$ cat config.mk
export PLATFORM = sky130hd
export DESIGN_NAME = button_event_ctrl_flat
export DESIGN_NICKNAME = d
export VERILOG_FILES = /design/src/rtl/button_event_ctrl_if.sv /design/src/rtl/button_event_ctrl.sv /design/src/flat_wrapper.sv
export SDC_FILE = /design/constraint.sdc
export NUM_CORES = 1
export LEC_CHECK = 0
export CORE_UTILIZATION = 30
export DETAILED_ROUTE_END_ITERATION = 6
export PLACE_DENSITY = 0.52
export REMOVE_ABC_BUFFERS = 1
export SETUP_SLACK_MARGIN = 0.2
export SYNTH_ARGS = -nofsm -noshare
export SYNTH_HDL_FRONTEND = slang
export SYNTH_SLANG_ARGS = --single-unit
$ cat constraint.sdc
create_clock -name clk -period 2.6 [get_ports clk]
set_input_delay 0.65 -clock clk [delete_from_list [all_inputs] [get_ports clk]]
set_output_delay 0.65 -clock clk [all_outputs]
set_load 0.005 [all_outputs]
$ cat src/rtl/button_event_ctrl_if.sv
// ---------------------------------------------------------------------------
// button_event_ctrl_if
//   Event channel between the button debounce controller and its consumer.
//   One event at a time is offered with a valid/ready handshake.
//
//   Parameter N_BTN : number of buttons; sets the width of evt_id.
//   Signals
//     evt_valid  producer -> consumer  event available
//     evt_id     producer -> consumer  index of the button owning the event
//     evt_rise   producer -> consumer  1 = press, 0 = release
//     evt_ready  consumer -> producer  event accepted when evt_valid & evt_ready
//   Modports: master (controller side), slave (consumer side).
// ---------------------------------------------------------------------------
interface button_event_ctrl_if #(
  parameter int N_BTN = 4
);
  localparam int ID_W = (N_BTN > 1) ? $clog2(N_BTN) : 1;

  logic            evt_valid;
  logic [ID_W-1:0] evt_id;
  logic            evt_rise;
  logic            evt_ready;

  modport master (
    output evt_valid,
    output evt_id,
    output evt_rise,
    input  evt_ready
  );

  modport slave (
    input  evt_valid,
    input  evt_id,
    input  evt_rise,
    output evt_ready
  );
endinterface

$ cat src/rtl/button_event_ctrl.sv
// ---------------------------------------------------------------------------
// button_event_ctrl
//   Debounce controller for N_BTN push-buttons sharing one event channel.
//   Each raw input passes a 2-flop synchroniser, then a per-button stable-time
//   FSM clocked by a shared tick prescaler. Accepted level changes post an
//   event into a one-deep per-button slot; a round-robin arbiter drains the
//   slots over the valid/ready channel.
//
//   Parameters
//     N_BTN        number of buttons (1..16)
//     TICK_DIV     clk cycles per debounce tick (>= 2)
//     STABLE_TICKS ticks a new level must hold before it is accepted (>= 1)
//   Ports
//     clk        system clock, posedge
//     rst_n      asynchronous active-low reset
//     button     raw asynchronous button inputs
//     btn_level  debounced level per button
//     overflow   sticky: an event was dropped because its slot was full
//     ovf_clr    one-cycle pulse clearing overflow
//     evt        event channel (master modport)
//   Configuration macro
//     RELEASE_EVT_EN  when defined, accepted releases also post events
//                     (evt_rise = 0); otherwise evt_rise is tied to 1 and
//                     a release only updates btn_level.
// ---------------------------------------------------------------------------
module button_event_ctrl #(
  parameter int N_BTN        = 4,
  parameter int TICK_DIV     = 100000,
  parameter int STABLE_TICKS = 30
) (
  input  logic                clk,
  input  logic                rst_n,
  input  logic [N_BTN-1:0]    button,
  output logic [N_BTN-1:0]    btn_level,
  output logic                overflow,
  input  logic                ovf_clr,
  button_event_ctrl_if.master evt
);

  localparam int ID_W  = (N_BTN > 1) ? $clog2(N_BTN) : 1;
  localparam int CNT_W = $clog2(TICK_DIV);
  localparam int SC_W  = $clog2(STABLE_TICKS + 1);

  localparam logic [CNT_W-1:0] CNT_LAST = CNT_W'(TICK_DIV - 1);
  // Value of sc on the tick that makes it reach STABLE_TICKS.
  localparam logic [SC_W-1:0]  SC_LAST  = SC_W'(STABLE_TICKS - 1);
  localparam logic [ID_W-1:0]  ID_LAST  = ID_W'(N_BTN - 1);

  typedef enum logic [1:0] {
    LOW_STABLE,
    LOW_CHECK,
    HIGH_STABLE,
    HIGH_CHECK
  } db_state_e;

  // -------------------------------------------------------------------------
  // Synchroniser and tick prescaler
  // -------------------------------------------------------------------------
  logic [N_BTN-1:0] sync1_q, sync2_q;
  logic [CNT_W-1:0] presc_q, presc_d;
  logic             tick;

  assign tick = (presc_q == CNT_LAST);

  always_comb begin
    presc_d = tick ? '0 : presc_q + CNT_W'(1);
  end

  // NOTE: sequential state is always updated with non-blocking assignments so
  // every flop samples the pre-edge value of every other flop.
  always_ff @(posedge clk or negedge rst_n) begin
    if (!rst_n) begin
      sync1_q <= '0;
      sync2_q <= '0;
      presc_q <= '0;
    end else begin
      sync1_q <= button;
      sync2_q <= sync1_q;
      presc_q <= presc_d;
    end
  end

  // -------------------------------------------------------------------------
  // Per-button debounce FSM (state register / next state / outputs)
  // -------------------------------------------------------------------------
  db_state_e       state_q [N_BTN];
  db_state_e       state_d [N_BTN];
  logic [SC_W-1:0] sc_q    [N_BTN];
  logic [SC_W-1:0] sc_d    [N_BTN];

  // NOTE: the per-button state arrays are small flop banks, not RAM, so they
  // are reset like any other register; a held button must restart from
  // LOW_STABLE after reset.
  always_ff @(posedge clk or negedge rst_n) begin
    if (!rst_n) begin
      for (int i = 0; i < N_BTN; i++) begin
        state_q[i] <= LOW_STABLE;
        sc_q[i]    <= '0;
      end
    end else begin
      for (int i = 0; i < N_BTN; i++) begin
        state_q[i] <= state_d[i];
        sc_q[i]    <= sc_d[i];
      end
    end
  end

  // NOTE: every variable written in a combinational block gets a default
  // first, so no path can leave it unassigned and infer a latch.
  always_comb begin
    for (int i = 0; i < N_BTN; i++) begin
      state_d[i] = state_q[i];
      sc_d[i]    = sc_q[i];
      if (tick) begin
        unique case (state_q[i])
          LOW_STABLE: begin
            if (sync2_q[i]) begin
              if (STABLE_TICKS == 1) begin
                state_d[i] = HIGH_STABLE;
                sc_d[i]    = '0;
              end else begin
                state_d[i] = LOW_CHECK;
                sc_d[i]    = SC_W'(1);
              end
            end
          end
          LOW_CHECK: begin
            if (!sync2_q[i]) begin
              state_d[i] = LOW_STABLE;
              sc_d[i]    = '0;
            end else if (sc_q[i] == SC_LAST) begin
              state_d[i] = HIGH_STABLE;
              sc_d[i]    = '0;
            end else begin
              sc_d[i]    = sc_q[i] + SC_W'(1);
            end
          end
          HIGH_STABLE: begin
            if (!sync2_q[i]) begin
              if (STABLE_TICKS == 1) begin
                state_d[i] = LOW_STABLE;
                sc_d[i]    = '0;
              end else begin
                state_d[i] = HIGH_CHECK;
                sc_d[i]    = SC_W'(1);
              end
            end
          end
          HIGH_CHECK: begin
            if (sync2_q[i]) begin
              state_d[i] = HIGH_STABLE;
              sc_d[i]    = '0;
            end else if (sc_q[i] == SC_LAST) begin
              state_d[i] = LOW_STABLE;
              sc_d[i]    = '0;
            end else begin
              sc_d[i]    = sc_q[i] + SC_W'(1);
            end
          end
          default: begin
            state_d[i] = LOW_STABLE;
            sc_d[i]    = '0;
          end
        endcase
      end
    end
  end

  // Level is a pure function of state: the CHECK states still report the
  // old level until the new one has been held long enough.
  logic [N_BTN-1:0] post_vld;
`ifdef RELEASE_EVT_EN
  logic [N_BTN-1:0] post_rise;
`endif

  always_comb begin
    for (int i = 0; i < N_BTN; i++) begin
      btn_level[i] = (state_q[i] == HIGH_STABLE) || (state_q[i] == HIGH_CHECK);
`ifdef RELEASE_EVT_EN
      post_rise[i] = !btn_level[i] && (state_d[i] == HIGH_STABLE);
      post_vld[i]  = post_rise[i] ||
                     (btn_level[i] && (state_d[i] == LOW_STABLE));
`else
      post_vld[i]  = !btn_level[i] && (state_d[i] == HIGH_STABLE);
`endif
    end
  end

  // -------------------------------------------------------------------------
  // Event slots, round-robin arbiter and output registers
  // -------------------------------------------------------------------------
  logic [N_BTN-1:0] pend_q, pend_d;
  logic [N_BTN-1:0] acc_mask, cand;
  logic             accept, load, ovf_set, found;
  logic             overflow_q, overflow_d;
  logic             valid_q, valid_d;
  logic [ID_W-1:0]  id_q, id_d, rr_q, rr_d, base, pick, id_next;
`ifdef RELEASE_EVT_EN
  logic [N_BTN-1:0] edge_q, edge_d;
  logic             rise_q, rise_d;
`endif

  assign accept  = valid_q & evt.evt_ready;
  assign id_next = (id_q == ID_LAST) ? '0 : id_q + ID_W'(1);

  // Slot update: an accept clears first, then a post may refill, so a post
  // and accept on the same slot in one cycle leaves it full without overflow.
  always_comb begin
    pend_d  = pend_q;
    ovf_set = 1'b0;
`ifdef RELEASE_EVT_EN
    edge_d  = edge_q;
`endif
    for (int i = 0; i < N_BTN; i++) begin
      acc_mask[i] = accept && (id_q == ID_W'(i));
      if (acc_mask[i]) begin
        pend_d[i] = 1'b0;
      end
      if (post_vld[i]) begin
        if (pend_d[i]) begin
          ovf_set = 1'b1;
        end else begin
          pend_d[i] = 1'b1;
`ifdef RELEASE_EVT_EN
          edge_d[i] = post_rise[i];
`endif
        end
      end
    end
  end

  // Grant search starts at the rr pointer, or just past the accepted id when
  // a handshake completes this cycle (which is the new rr pointer). The slot
  // being accepted is masked so it cannot be granted twice.
  always_comb begin
    cand  = pend_q & ~acc_mask;
    base  = accept ? id_next : rr_q;
    rr_d  = accept ? id_next : rr_q;
    found = 1'b0;
    pick  = '0;
    for (int k = 0; k < N_BTN; k++) begin
      int idx;
      idx = int'(base) + k;
      if (idx >= N_BTN) begin
        idx = idx - N_BTN;
      end
      if (!found && cand[idx]) begin
        found = 1'b1;
        pick  = ID_W'(idx);
      end
    end
  end

  // Outputs only move when idle or on a completed handshake, which keeps
  // evt_id/evt_rise stable through a stall.
  assign load = !valid_q || accept;

  always_comb begin
    valid_d = valid_q;
    id_d    = id_q;
`ifdef RELEASE_EVT_EN
    rise_d  = rise_q;
`endif
    if (load) begin
      valid_d = found;
      id_d    = pick;
`ifdef RELEASE_EVT_EN
      rise_d  = found && edge_q[pick];
`endif
    end
  end

  // A new overflow wins over a coincident clear.
  always_comb begin
    overflow_d = overflow_q;
    if (ovf_set) begin
      overflow_d = 1'b1;
    end else if (ovf_clr) begin
      overflow_d = 1'b0;
    end
  end

  always_ff @(posedge clk or negedge rst_n) begin
    if (!rst_n) begin
      pend_q     <= '0;
      rr_q       <= '0;
      valid_q    <= 1'b0;
      id_q       <= '0;
      overflow_q <= 1'b0;
`ifdef RELEASE_EVT_EN
      edge_q     <= '0;
      rise_q     <= 1'b0;
`endif
    end else begin
      pend_q     <= pend_d;
      rr_q       <= rr_d;
      valid_q    <= valid_d;
      id_q       <= id_d;
      overflow_q <= overflow_d;
`ifdef RELEASE_EVT_EN
      edge_q     <= edge_d;
      rise_q     <= rise_d;
`endif
    end
  end

  assign overflow      = overflow_q;
  assign evt.evt_valid = valid_q;
  assign evt.evt_id    = id_q;
`ifdef RELEASE_EVT_EN
  assign evt.evt_rise  = rise_q;
`else
  assign evt.evt_rise  = 1'b1;
`endif

endmodule
$ cat src/flat_wrapper.sv
// flat-port wrapper written by rule: the top's interface ports become plain ports
module button_event_ctrl_flat 
#(
  parameter int N_BTN        = 4,
  parameter int TICK_DIV     = 100000,
  parameter int STABLE_TICKS = 30
)
  (clk, rst_n, button, btn_level, overflow, ovf_clr, evt_evt_valid, evt_evt_id, evt_evt_rise, evt_evt_ready);
  button_event_ctrl_if #(.N_BTN(N_BTN)) evt_i ();
  input  logic clk;
  input  logic rst_n;
  input  logic [N_BTN-1:0] button;
  output logic [N_BTN-1:0] btn_level;
  output logic overflow;
  input  logic ovf_clr;
  output wire logic [$bits(evt_i.evt_valid)-1:0] evt_evt_valid;
  output wire logic [$bits(evt_i.evt_id)-1:0] evt_evt_id;
  output wire logic [$bits(evt_i.evt_rise)-1:0] evt_evt_rise;
  input wire logic [$bits(evt_i.evt_ready)-1:0] evt_evt_ready;
  assign evt_evt_valid = evt_i.evt_valid;
  assign evt_evt_id = evt_i.evt_id;
  assign evt_evt_rise = evt_i.evt_rise;
  assign evt_i.evt_ready = evt_evt_ready;
  button_event_ctrl #(.N_BTN(N_BTN), .TICK_DIV(TICK_DIV), .STABLE_TICKS(STABLE_TICKS)) u_core (.clk(clk), .rst_n(rst_n), .button(button), .btn_level(btn_level), .overflow(overflow), .ovf_clr(ovf_clr), .evt(evt_i));
endmodule
# == Word-level counts from Yosys, hierarchy flattened ==
# Index checks and enable logic that the tools add are counted.
# totals
inputBits,8
rom_bits,0
n_memories,0
out_inout_bits,9
latch_bits,0
ramBits,0
regBits,63
wordCells,207
# classes
n_lt_le_gt_ge,8
div,0
n_reduce_logical,34
n_mux,101
n_mul,0
eq_ne,32
bitwise_logic,3
n_shift,0
add_sub_neg,13
# ops
op,n
$lt A32 B4 Y1 const B,4
$mux W32,4
$mux W5,20
$ge A32 B4 Y1 const B,3
$sub A32 B4 Y32 const B,3
$pmux W5 S4,4
$mux W2,34
$pmux W2 S4,4
$mux W1,30
$eq A2 B2 Y1 const B,14
$add A5 B1 Y5 const B,4
$eq A5 B5 Y1 const B,4
$add A17 B1 Y17 const B,1
$eq A17 B17 Y1 const B,1
$mux W17,1
$reduce_and A3 Y1,4
$logic_and A1 B1 Y1,11
$eq A2 B1 Y1 const B,5
$logic_not A2 Y1,5
$bmux W1 S2,4
$logic_not A1 Y1,8
$ne A2 B1 Y1 const B,4
$ne A2 B2 Y1 const B,4
$add A2 B2 Y3 const B,2
9 further kinds,13

# == Logic depth before layout (Yosys ltp) ==
# Gate-level depths: netlist of the first run.
# logic_depth
ltp_word,18
ltp_mapped,8
depth_no_buf,8

# == Worst setup path after synthesis of the first run ==
# No wires, ideal clock.
# synth_timing
path_kind,reg-to-reg
startpoint,register u_core.id_q[0] (netlist: u_core.evt.evt_id[0])
endpoint,register u_core.id_q[1] (netlist: u_core.evt.evt_id[1])
setup_time_ns,0.090
required_time_ns,2.510
synth_period_minus_slack_ns,1.963
slack_ns,0.637
arrival_time_ns,1.873
n_path_buf,0
path_stages_with_launch,9
path_cell_list,dfrtp_1 inv_1 ha_1 and3_1 a21oi_2 clkinv_1 nor4_1 o2111ai_1 o221ai_1
# synth_between
elab_chain_len,18
elab_cells_between_ends,53
cone_classes,add/sub (8); order compare (4); eq/ne (3); mux (25); bitwise (2); reduce/logical (11)
# synth_lines
item,line,text
"start, declared",button_event_ctrl.sv:197,"logic [ID_W-1:0] id_q, id_d, rr_q, rr_d, base, pick, id_next;"
"start signal, assigned",button_event_ctrl.sv:298,id_q <= id_d;
$add A2 B1 Y2 / $eq A2 B2 Y1 (equally long branches),button_event_ctrl.sv:204,assign id_next = (id_q == ID_LAST) ? '0 : id_q + ID_W'(1);
$mux W2 (*),button_event_ctrl.sv:204,
$mux W2 (*),button_event_ctrl.sv:237,base = accept ? id_next : rr_q;
via u_core.base[1],button_event_ctrl.sv:197,
"parallel branches: the longest is 14 deep, another holds $sub A32 B4 Y32",-,
$mux W2 (*),button_event_ctrl.sv:247,if (!found && cand[idx]) begin
# Mark *: on every way through the listed nets, which the timed path passes. The select of a mux whose other input is x is not followed.
# A chain may end at the register's enable or synchronous reset.

# == Worst setup path after layout of the first run ==
# layout_timing
startpoint,register u_core.presc_q[6]
endpoint,register u_core.sc_q[3] in the netlist's numbering
# layout_between
elab_chain_len,2
# layout_lines
item,line,text
"start, declared",button_event_ctrl.sv:60,"logic [CNT_W-1:0] presc_q, presc_d;"
"start signal, assigned",button_event_ctrl.sv:79,presc_q <= presc_d;
$eq A17 B17 Y1,button_event_ctrl.sv:63,assign tick = (presc_q == CNT_LAST);
$reduce_and A3 Y1 (no line),-,
"end signal, assigned by index",button_event_ctrl.sv:103,sc_q[i] <= sc_d[i];
"end, declared",button_event_ctrl.sv:88,logic [SC_W-1:0] sc_q [N_BTN];
# Every way passes these cells.

==> results of run 1 <==
==> per-layer routing <==
metal / GRT usage / up-vias / part of all wire
met1: 0.162 / 1172 / 0.48
met5: 0 / - / 0
met3: 0.0362 / 15 / 0.040
met2: 0.196 / 56 / 0.45
li1: - / 1238 / -
met4: 0.0615 / 0 / 0.024
==> where the power goes <==
part	switching [mW]	internal, mW	leakage (nW)	total, mW
registers	0.0494	1.04	0.836	1.09
clock network	0.384	0.396	0.0955	0.780
logic	0.274	0.213	0.672	0.487
==> cells by family (layout without fill, tap and decap cells) <==
kind of cell,after synthesis,after routing,synth area share
AND/OR/NAND/NOR,132,132,0.207
buffers and inverters,23,55,0.0322
flip-flops,63,63,0.482
adder cells (fa/ha/maj),13,13,0.0498
XOR/XNOR,20,20,0.0536
other,1,1,0.00115
AO/OA/AOI/OAI,65,65,0.144
multiplexers,9,9,0.0295
==> cells in the final DEF, fill, tap and decap left out, drive strengths merged, types with 9 or more instances in the layout <==
cell,n
clkbuf,11
inv,14
ha,13
dfrtp,63
buf,11
clkdlybuf4s50,14
nand3,28
o21ai,17
nand4,14
nand2,36
xnor2,9
a21oi,15
nor2,21
xor2,11
==> path summary, 6_finish.rpt <==
path	endpoint	cells past startpoint	slack (ns)
setup / recovery	u_core.sc_q[3]	5	0.37
hold / removal	u_core.sc_q[13]	1	0.30
setup reg to reg	u_core.sc_q[3]	5	0.37
hold reg to reg	u_core.sync2_q[1]	0	0.35
max in group asynchronous	u_core.presc_q[12]	2	1.69
min in group clk	u_core.sync2_q[1]	0	0.35
==> sequential cells by signal, summed over array words and instances (netlist names) <==
| signal | count |
|---|---|
| u_core.sync1_q | 4 |
| u_core.evt.evt_id | 2 |
| u_core.state_q | 8 |
| u_core.overflow | 1 |
| u_core.evt.evt_valid | 1 |
| u_core.presc_q | 17 |
| u_core.pend_q | 4 |
| u_core.rr_q | 2 |
| u_core.sync2_q | 4 |
| u_core.sc_q | 20 |
==> layout make-up <==
type / instances / area [um2] / area share
tap: 136 / 170 / 0.0448
sequential: 63 / 1580 / 0.415
inverter: 14 / 52.6 / 0.0138
clock buffer: 11 / 151 / 0.0398
multi-input combinational: 240 / 1590 / 0.417
clock inverter: 5 / 31.3 / 0.00823
timing repair buffer: 25 / 233 / 0.0612
==> stage by stage <==
stage	hold slack [ns]	utilization	total power [mW]	setup WS, ns
2_1_floorplan	0.331	-	1.38	0.481
3_5_place_dp	0.335	0.346	1.58	0.166
5_1_grt	0.329	0.363	2.49	0.247
3_3_place_gp	0.335	0.346	1.57	0.231
4_1_cts	0.305	0.363	2.38	0.346
6_report	0.298	0.363	2.35	0.373
==> results_dict.tcl, run 1 <==
set metrics [dict create \
    ys_async_sr_fraction 1.00 \
    yosysSeqAreaShare 0.482 \
    timing.fmax_mhz 449 \
    antenna_left 0 \
    path_cells "and4bb_1, and4_1, o211ai_4, or4_4, o211ai_2" \
    crit_family "simple AND/OR/NAND/NOR gates" \
    drt-initial-drc-count 138 \
    p_per_area_nw_per_um2 619 \
    dpl_cell_area_um2 3620 \
    yosysTopAreaCellShare 0.482 \
    slew_viol_final 0 \
    grt_pass1_vias 2286 \
    post_cts_buffers 0 \
    root_buffer "clkbuf_8" \
    dieArea_um2 11300 \
    dp_cells 478 \
    synthCells 326 \
    finClkSkew_ns 0.00686 \
    p_leak_nw 1.60 \
    cp-start-kind "flop" \
    period_needed_ns 2.23 \
    cts_made_buffers 9 \
    synth_seq_cells 63 \
    n_antenna_cell 0 \
    die_h_um 106 \
    grt_use_total 0.127 \
    synth_ff_type "dfrtp_1" \
    slowest_delay_ns 0.57 \
    grt_max_degree 41 \
    core_area_um2 10500 \
    avgSynthCellArea_um2 10.0 \
    arrival_ns 2.49 \
    final_cells 494 \
    cts_tree "built" \
    crit_path_start "u_core.presc_q[6]" \
    place_congestion 0.785 \
    hold_viol_final 0 \
    synth.largest_area_cell "dfrtp_1" \
    port_buffers 15 \
    post-route-drc-count 0 \
    synth.cell_area_um2 3270 \
    dpl.hpwl_um 4550 \
    grt_pass1_wl_um 11200 \
    slew_headroom 0.608 \
    yosysMostFrequentCell "dfrtp_1" \
    dr_total_vias 2481 \
    grt.overflow.total 0 \
    antenna_found_initial 0 \
    r2r-start "u_core.presc_q[6]" \
    clkSlewWorstSetupHoldPaths_ns 0.07 \
    synth_area_leaders "dfrtp_1 (48%), ha_1 (5.0%), nand3_1 (4.3%)" \
    ctsLongestPathBuffers 2 \
    tightest_slew_ns 0.588 \
    cp_data_required_time_ns 2.86 \
    synth_edf_count 0 \
    fill_cells 1111 \
    wl_per_cell_um 12.9 \
    rsz0062_at_grt "no" \
    start_util 0.312 \
    synth.distinct_cells 51 \
    pin_count 17 \
    fin_area_um2 3800 \
    routed_via_density 5.02 \
    clock_latency_ns 0.34 \
    vdd_drop_max_mv 0.283 \
    cts.sinks 63 \
    cp_slowest_cell "and4_1" \
    htreeDepth 3 \
    end_kind "flop" \
    finalCritPeriodShare 0.857 \
    cts_hold_buffers 0 \
    area_growth_pct 16.3 \
    cp_max_fo 9 \
    critPathBufInv 0 \
    fin_tns_setup_ns 0 \
    report.final.setup_viol 0 \
    max_cap_viol_count 0 \
    detail_route.wirelength_um 6390 \
    die_width_um 106 \
    status "completed" \
    hold_path.class "in -> async" \
    cts-resized-gates 0 \
    nNetsFinal 374 \
    synth_top_cells_by_count "dfrtp_1 (63), nand2_1 (35), nand3_1 (28), nor2_1 (20), o21ai_0 (17)" \
    rows 37 \
    ys_warn_count 0 \
    firstDrtPassIters 4 \
    critPathKind "reg -> reg" \
    drive_above_1_share 0.120 \
]
Power figures use the tool's default switching activity.
==> run 2: changes to the inputs <==
- PLACE_DENSITY: 0.52 -> not set
- SKIP_CTS_REPAIR_TIMING: not set -> 1
==> results_dict.tcl, run 2 (synthesis results as in run 1) <==
set metrics [dict create \
    status "completed" \
    finalCritPeriodShare 0.828 \
    path_cells "clkdlybuf4s50_1, nand2_1, a21oi_2, clkinv_1, nor4_1, o2111ai_1, o221ai_1" \
    largest-register "u_core.sc_q" \
    area_growth_pct 16.8 \
    hold_viol_final 0 \
    cp_max_fo 9 \
    final_cells 493 \
    dieArea_um2 11300 \
    pin_count 17 \
    ctsLongestPathBuffers 2 \
    fill_cells 1040 \
    n_antenna_cell 0 \
    routed_via_density 5.07 \
    regArea_um2 1580 \
    dr_total_vias 2500 \
    vdd_drop_max_mv 0.283 \
    layout_commonest_cell "dfrtp_1" \
    antenna_left 0 \
    fin_tns_setup_ns 0 \
    arrival_ns 2.39 \
    rsz0062_at_grt "no" \
    root_buffer "clkbuf_8" \
    dp_cells 478 \
    clock_latency_ns 0.33 \
    dpl.hpwl_um 4720 \
    grt_max_degree 29 \
    cts_made_buffers 9 \
    max_cap_viol_count 0 \
    firstDrtPassIters 4 \
    grt_use_total 0.131 \
    largest_reg_flops 20 \
    largestRegisters "u_core.sc_q: 20 flops, u_core.presc_q: 17 flops, u_core.state_q: 8 flops" \
    port_buffers 15 \
    grt_pass1_wl_um 11700 \
    nNetsFinal 374 \
    multiInputGateArea_um2 1590 \
    detail_route.wirelength_um 6660 \
    critPathKind "in -> reg" \
    cp_slowest_cell "clkdlybuf4s50_1" \
    clkSlewWorstSetupHoldPaths_ns 0.07 \
    cts_tree "built" \
    critPathBufInv 2 \
    period_needed_ns 2.15 \
    hold_path.class "in -> async" \
    finClkSkew_ns 0.0102 \
    layout_common_cells "dfrtp_1 (63), nand2_1 (35), nand3_1 (28)" \
    report.final.setup_viol 0 \
    die_width_um 106 \
    grt.overflow.total 0 \
    drive_above_1_share 0.123 \
    core_area_um2 10500 \
    antenna_found_initial 0 \
    crit_family "buffers and inverters" \
    wl_per_cell_um 13.5 \
    htreeDepth 3 \
    timing.fmax_mhz 465 \
    setup_slack_ns 0.448 \
    cts.sinks 63 \
    p_leak_nw 1.62 \
    cp_data_required_time_ns 2.84 \
    rows 37 \
    tightest_slew_ns 0.546 \
    end_kind "flop" \
    post-route-drc-count 0 \
    slew_headroom 0.636 \
    die_h_um 106 \
    drt-initial-drc-count 119 \
    start_util 0.312 \
    place_congestion 0.805 \
    slew_viol_final 0 \
    grt_pass1_vias 2444 \
    p_per_area_nw_per_um2 633 \
    dp_slack_ns 0.158 \
    cp-start-kind "input pin" \
    slowest_delay_ns 0.58 \
]
==> run 2: worst reg2reg max path, cell delays in order, from the launching register on <==
cell and delay [ns]:
dfrtp_1 0.38, ha_1 0.23, and4_1 0.24, nand2_1 0.11, nor2_2 0.47, o21ai_0 0.35, a21o_1 0.25
==> run 2: where the power goes <==
group	switching, mW	internal, mW	leakage, nW
registers	0.0518	1.04	0.836
clock network	0.367	0.485	0.105
logic	0.271	0.207	0.674
==> run 2: layout make-up <==
class	instances	area share
clock buffer	11	0.0397
clock inverter	4	0.0118
inverter	14	0.0138
multi-input combinational	240	0.416
sequential	63	0.413
tap	136	0.0446
timing repair buffer	25	0.0610
==> run 2: layer usage <==
| metal | vias to the layer above | global-route usage | part of all wire |
|---|---|---|---|
| li1 | 1241 | - | - |
| met1 | 1206 | 0.165 | 0.49 |
| met2 | 47 | 0.215 | 0.47 |
| met3 | 6 | 0.0399 | 0.029 |
| met4 | 0 | 0.0367 | 0.012 |
| met5 | - | 0 | 0 |
==> run 2: per-stage QoR <==
step                power, mW  hold slack, ns  area [um2]   util
finish                   2.42           0.199        3820  0.365
global route             2.56           0.202        3820  0.365
CTS                      2.44           0.197        3810  0.365
detailed placement       1.58           0.348        3620  0.346
global placement         1.56           0.336        3620  0.346
floorplan                1.38           0.331        3220      -
==> run 2: final timing paths <==
path | start | to | cells past startpoint | slack [ns]
min in group clk | u_core.sync1_q[1] | u_core.sync2_q[1] | 0 | 0.36
setup reg to reg | u_core.presc_q[0] | u_core.sc_q[16] | 6 | 0.46
hold / removal | rst_n | u_core.evt.evt_valid | 1 | 0.20
hold reg to reg | u_core.sync1_q[1] | u_core.sync2_q[1] | 0 | 0.36
max in group asynchronous | rst_n | u_core.presc_q[13] | 2 | 1.77
setup / recovery | evt_evt_ready | u_core.evt.evt_id[1] | 7 | 0.45
==> run 3: changes to the inputs <==
- clock period: 2.6 -> 1.97 ns (I/O delays scaled with it)
==> results_dict.tcl, run 3 (synthesis results as in run 1) <==
set metrics [dict create \
    timing.fmax_mhz 544 \
    antenna_left 0 \
    power.internal_mw 2.68 \
    power_frac_seq 0.377 \
    period_needed_ns 1.84 \
    htreeDepth 3 \
    end_kind "flop" \
    cp_data_required_time_ns 2.18 \
    cp-start-kind "flop" \
    design_power_total_mw 3.77 \
    core_area_um2 10500 \
    rows 37 \
    drive_above_1_share 0.330 \
    root_buffer "clkbuf_8" \
    vdd_drop_max_mv 0.578 \
    p_per_area_nw_per_um2 833 \
    cts_made_buffers 9 \
    grt_pass1_wl_um 11900 \
    finalCritPeriodShare 0.933 \
    die_width_um 106 \
    largest-register "u_core.sc_q" \
    fin_tns_setup_ns 0 \
    cts.sinks 63 \
    dr_total_vias 2691 \
    fill_cells 1040 \
    status "completed" \
    use_met1 0.168 \
    port_buffers 15 \
    largestRegisters "u_core.sc_q: 20 flops, u_core.presc_q: 17 flops, u_core.state_q: 8 flops" \
    start_util 0.312 \
    post-route-drc-count 0 \
    grt.overflow.total 0 \
    layout_commonest_cell "dfrtp_1" \
    dp_slack_ns -0.202 \
    layout_common_cells "dfrtp_1 (61), buf_4 (57), nand2_1 (32)" \
    path_cells "ha_2, and4_4, and2_4, buf_12, nand4_1, o22ai_2, or4b_1" \
    dpl_cell_area_um2 3950 \
    dieArea_um2 11300 \
    critPathKind "reg -> reg" \
    routed_via_density 4.88 \
    fin_area_um2 4530 \
    detail_route.wirelength_um 7260 \
    postLayoutCoreUtil 0.433 \
    n_antenna_cell 0 \
    grt_use_total 0.133 \
    clockPowerShare 0.338 \
    grt_use_met3 0.0245 \
    p_switching_mw 1.09 \
    rsz0062_at_grt "yes" \
    clock_latency_ns 0.34 \
    nNetsFinal 431 \
    max_cap_viol_count 0 \
    dpl.hpwl_um 5060 \
    cts_tree "built" \
    grt_pass1_vias 2600 \
    hold_viol_final 0 \
    cp_max_fo 5 \
    die_h_um 106 \
    netSwitchingFraction 0.289 \
    drt-initial-drc-count 98 \
    pin_count 17 \
    hold_path.class "in -> async" \
    p_leak_nw 2.07 \
    busiest_layer "met2" \
    wl_per_cell_um 13.2 \
    arrival_ns 2.05 \
    grt_util_met2 0.218 \
    grt_max_degree 24 \
    antenna_found_initial 0 \
    place_congestion 0.857 \
    firstDrtPassIters 4 \
    cp_slowest_cell "or4b_1" \
    report.final.setup_viol 0 \
    area_growth_pct 38.6 \
    clkSlewWorstSetupHoldPaths_ns 0.07 \
    finClkSkew_ns 0.00657 \
    pwr-share-comb 0.285 \
    slowest_delay_ns 0.47 \
    largest_reg_flops 20 \
    slew_viol_final 0 \
    ctsLongestPathBuffers 2 \
    setup_slack_ns 0.133 \
]
==> run 3: power by group through the flow <==
stage	clock network, mW	logic [mW]	registers, mW
2_1_floorplan	0	0.372	1.44
3_3_place_gp	0	0.725	1.45
3_5_place_dp	0	0.731	1.45
4_1_cts	1.31	0.733	1.42
5_1_grt	1.37	1.16	1.43
6_report	1.27	1.08	1.42
==> run 3: metrics by stage <==
step | std cells | hold slack, ns
2_1_floorplan | 317 | 0.197
3_3_place_gp | 520 | 0.334
3_5_place_dp | 520 | 0.340
4_1_cts | 536 | 0.140
5_1_grt | 551 | 0.150
6_report | 551 | 0.140
==> run 3: final cells by class <==
cell class | count | area, um2 | area share
Tap cell | 136 | 170 | 0.0376
Clock buffer | 13 | 159 | 0.0351
Inverter | 14 | 55.1 | 0.0122
Clock inverter | 3 | 65.1 | 0.0144
Sequential cell | 63 | 1580 | 0.349
Timing Repair Buffer | 82 | 733 | 0.162
Multi-Input combinational cell | 240 | 1770 | 0.390
==> run 3: worst paths after layout <==
kind | start | endpoint | slack, ns | cells after the start
min | rst_n | u_core.evt.evt_id[1] | 0.14 | 2
max in group asynchronous | rst_n | u_core.state_q[5] | 1.51 | 2
max reg2reg | u_core.presc_q[1] | u_core.overflow | 0.13 | 7
min in group clk | u_core.sync1_q[2] | u_core.sync2_q[2] | 0.35 | 0
min reg2reg | u_core.sync1_q[2] | u_core.sync2_q[2] | 0.35 | 0
max | u_core.presc_q[1] | u_core.overflow | 0.13 | 7
==> run 3: layer usage <==
layer / vias to the layer above / part of all wire / wire length (um)
li1: 1348 / - / -
met4: 0 / 0.020 / 143
met3: 12 / 0.025 / 182
met5: - / 0 / 0
met1: 1302 / 0.47 / 3410
met2: 29 / 0.48 / 3520
==> run 3: worst max-delay path: cells and delay by family (launching register included) <==
family	cells	cell delay [ns]
AOI/OAI and AO/OA	1	0.10
and+or+nand+nor	4	0.91
buffers and inverters	1	0.14
adders and majority gates	1	0.19
DFF	1	0.38
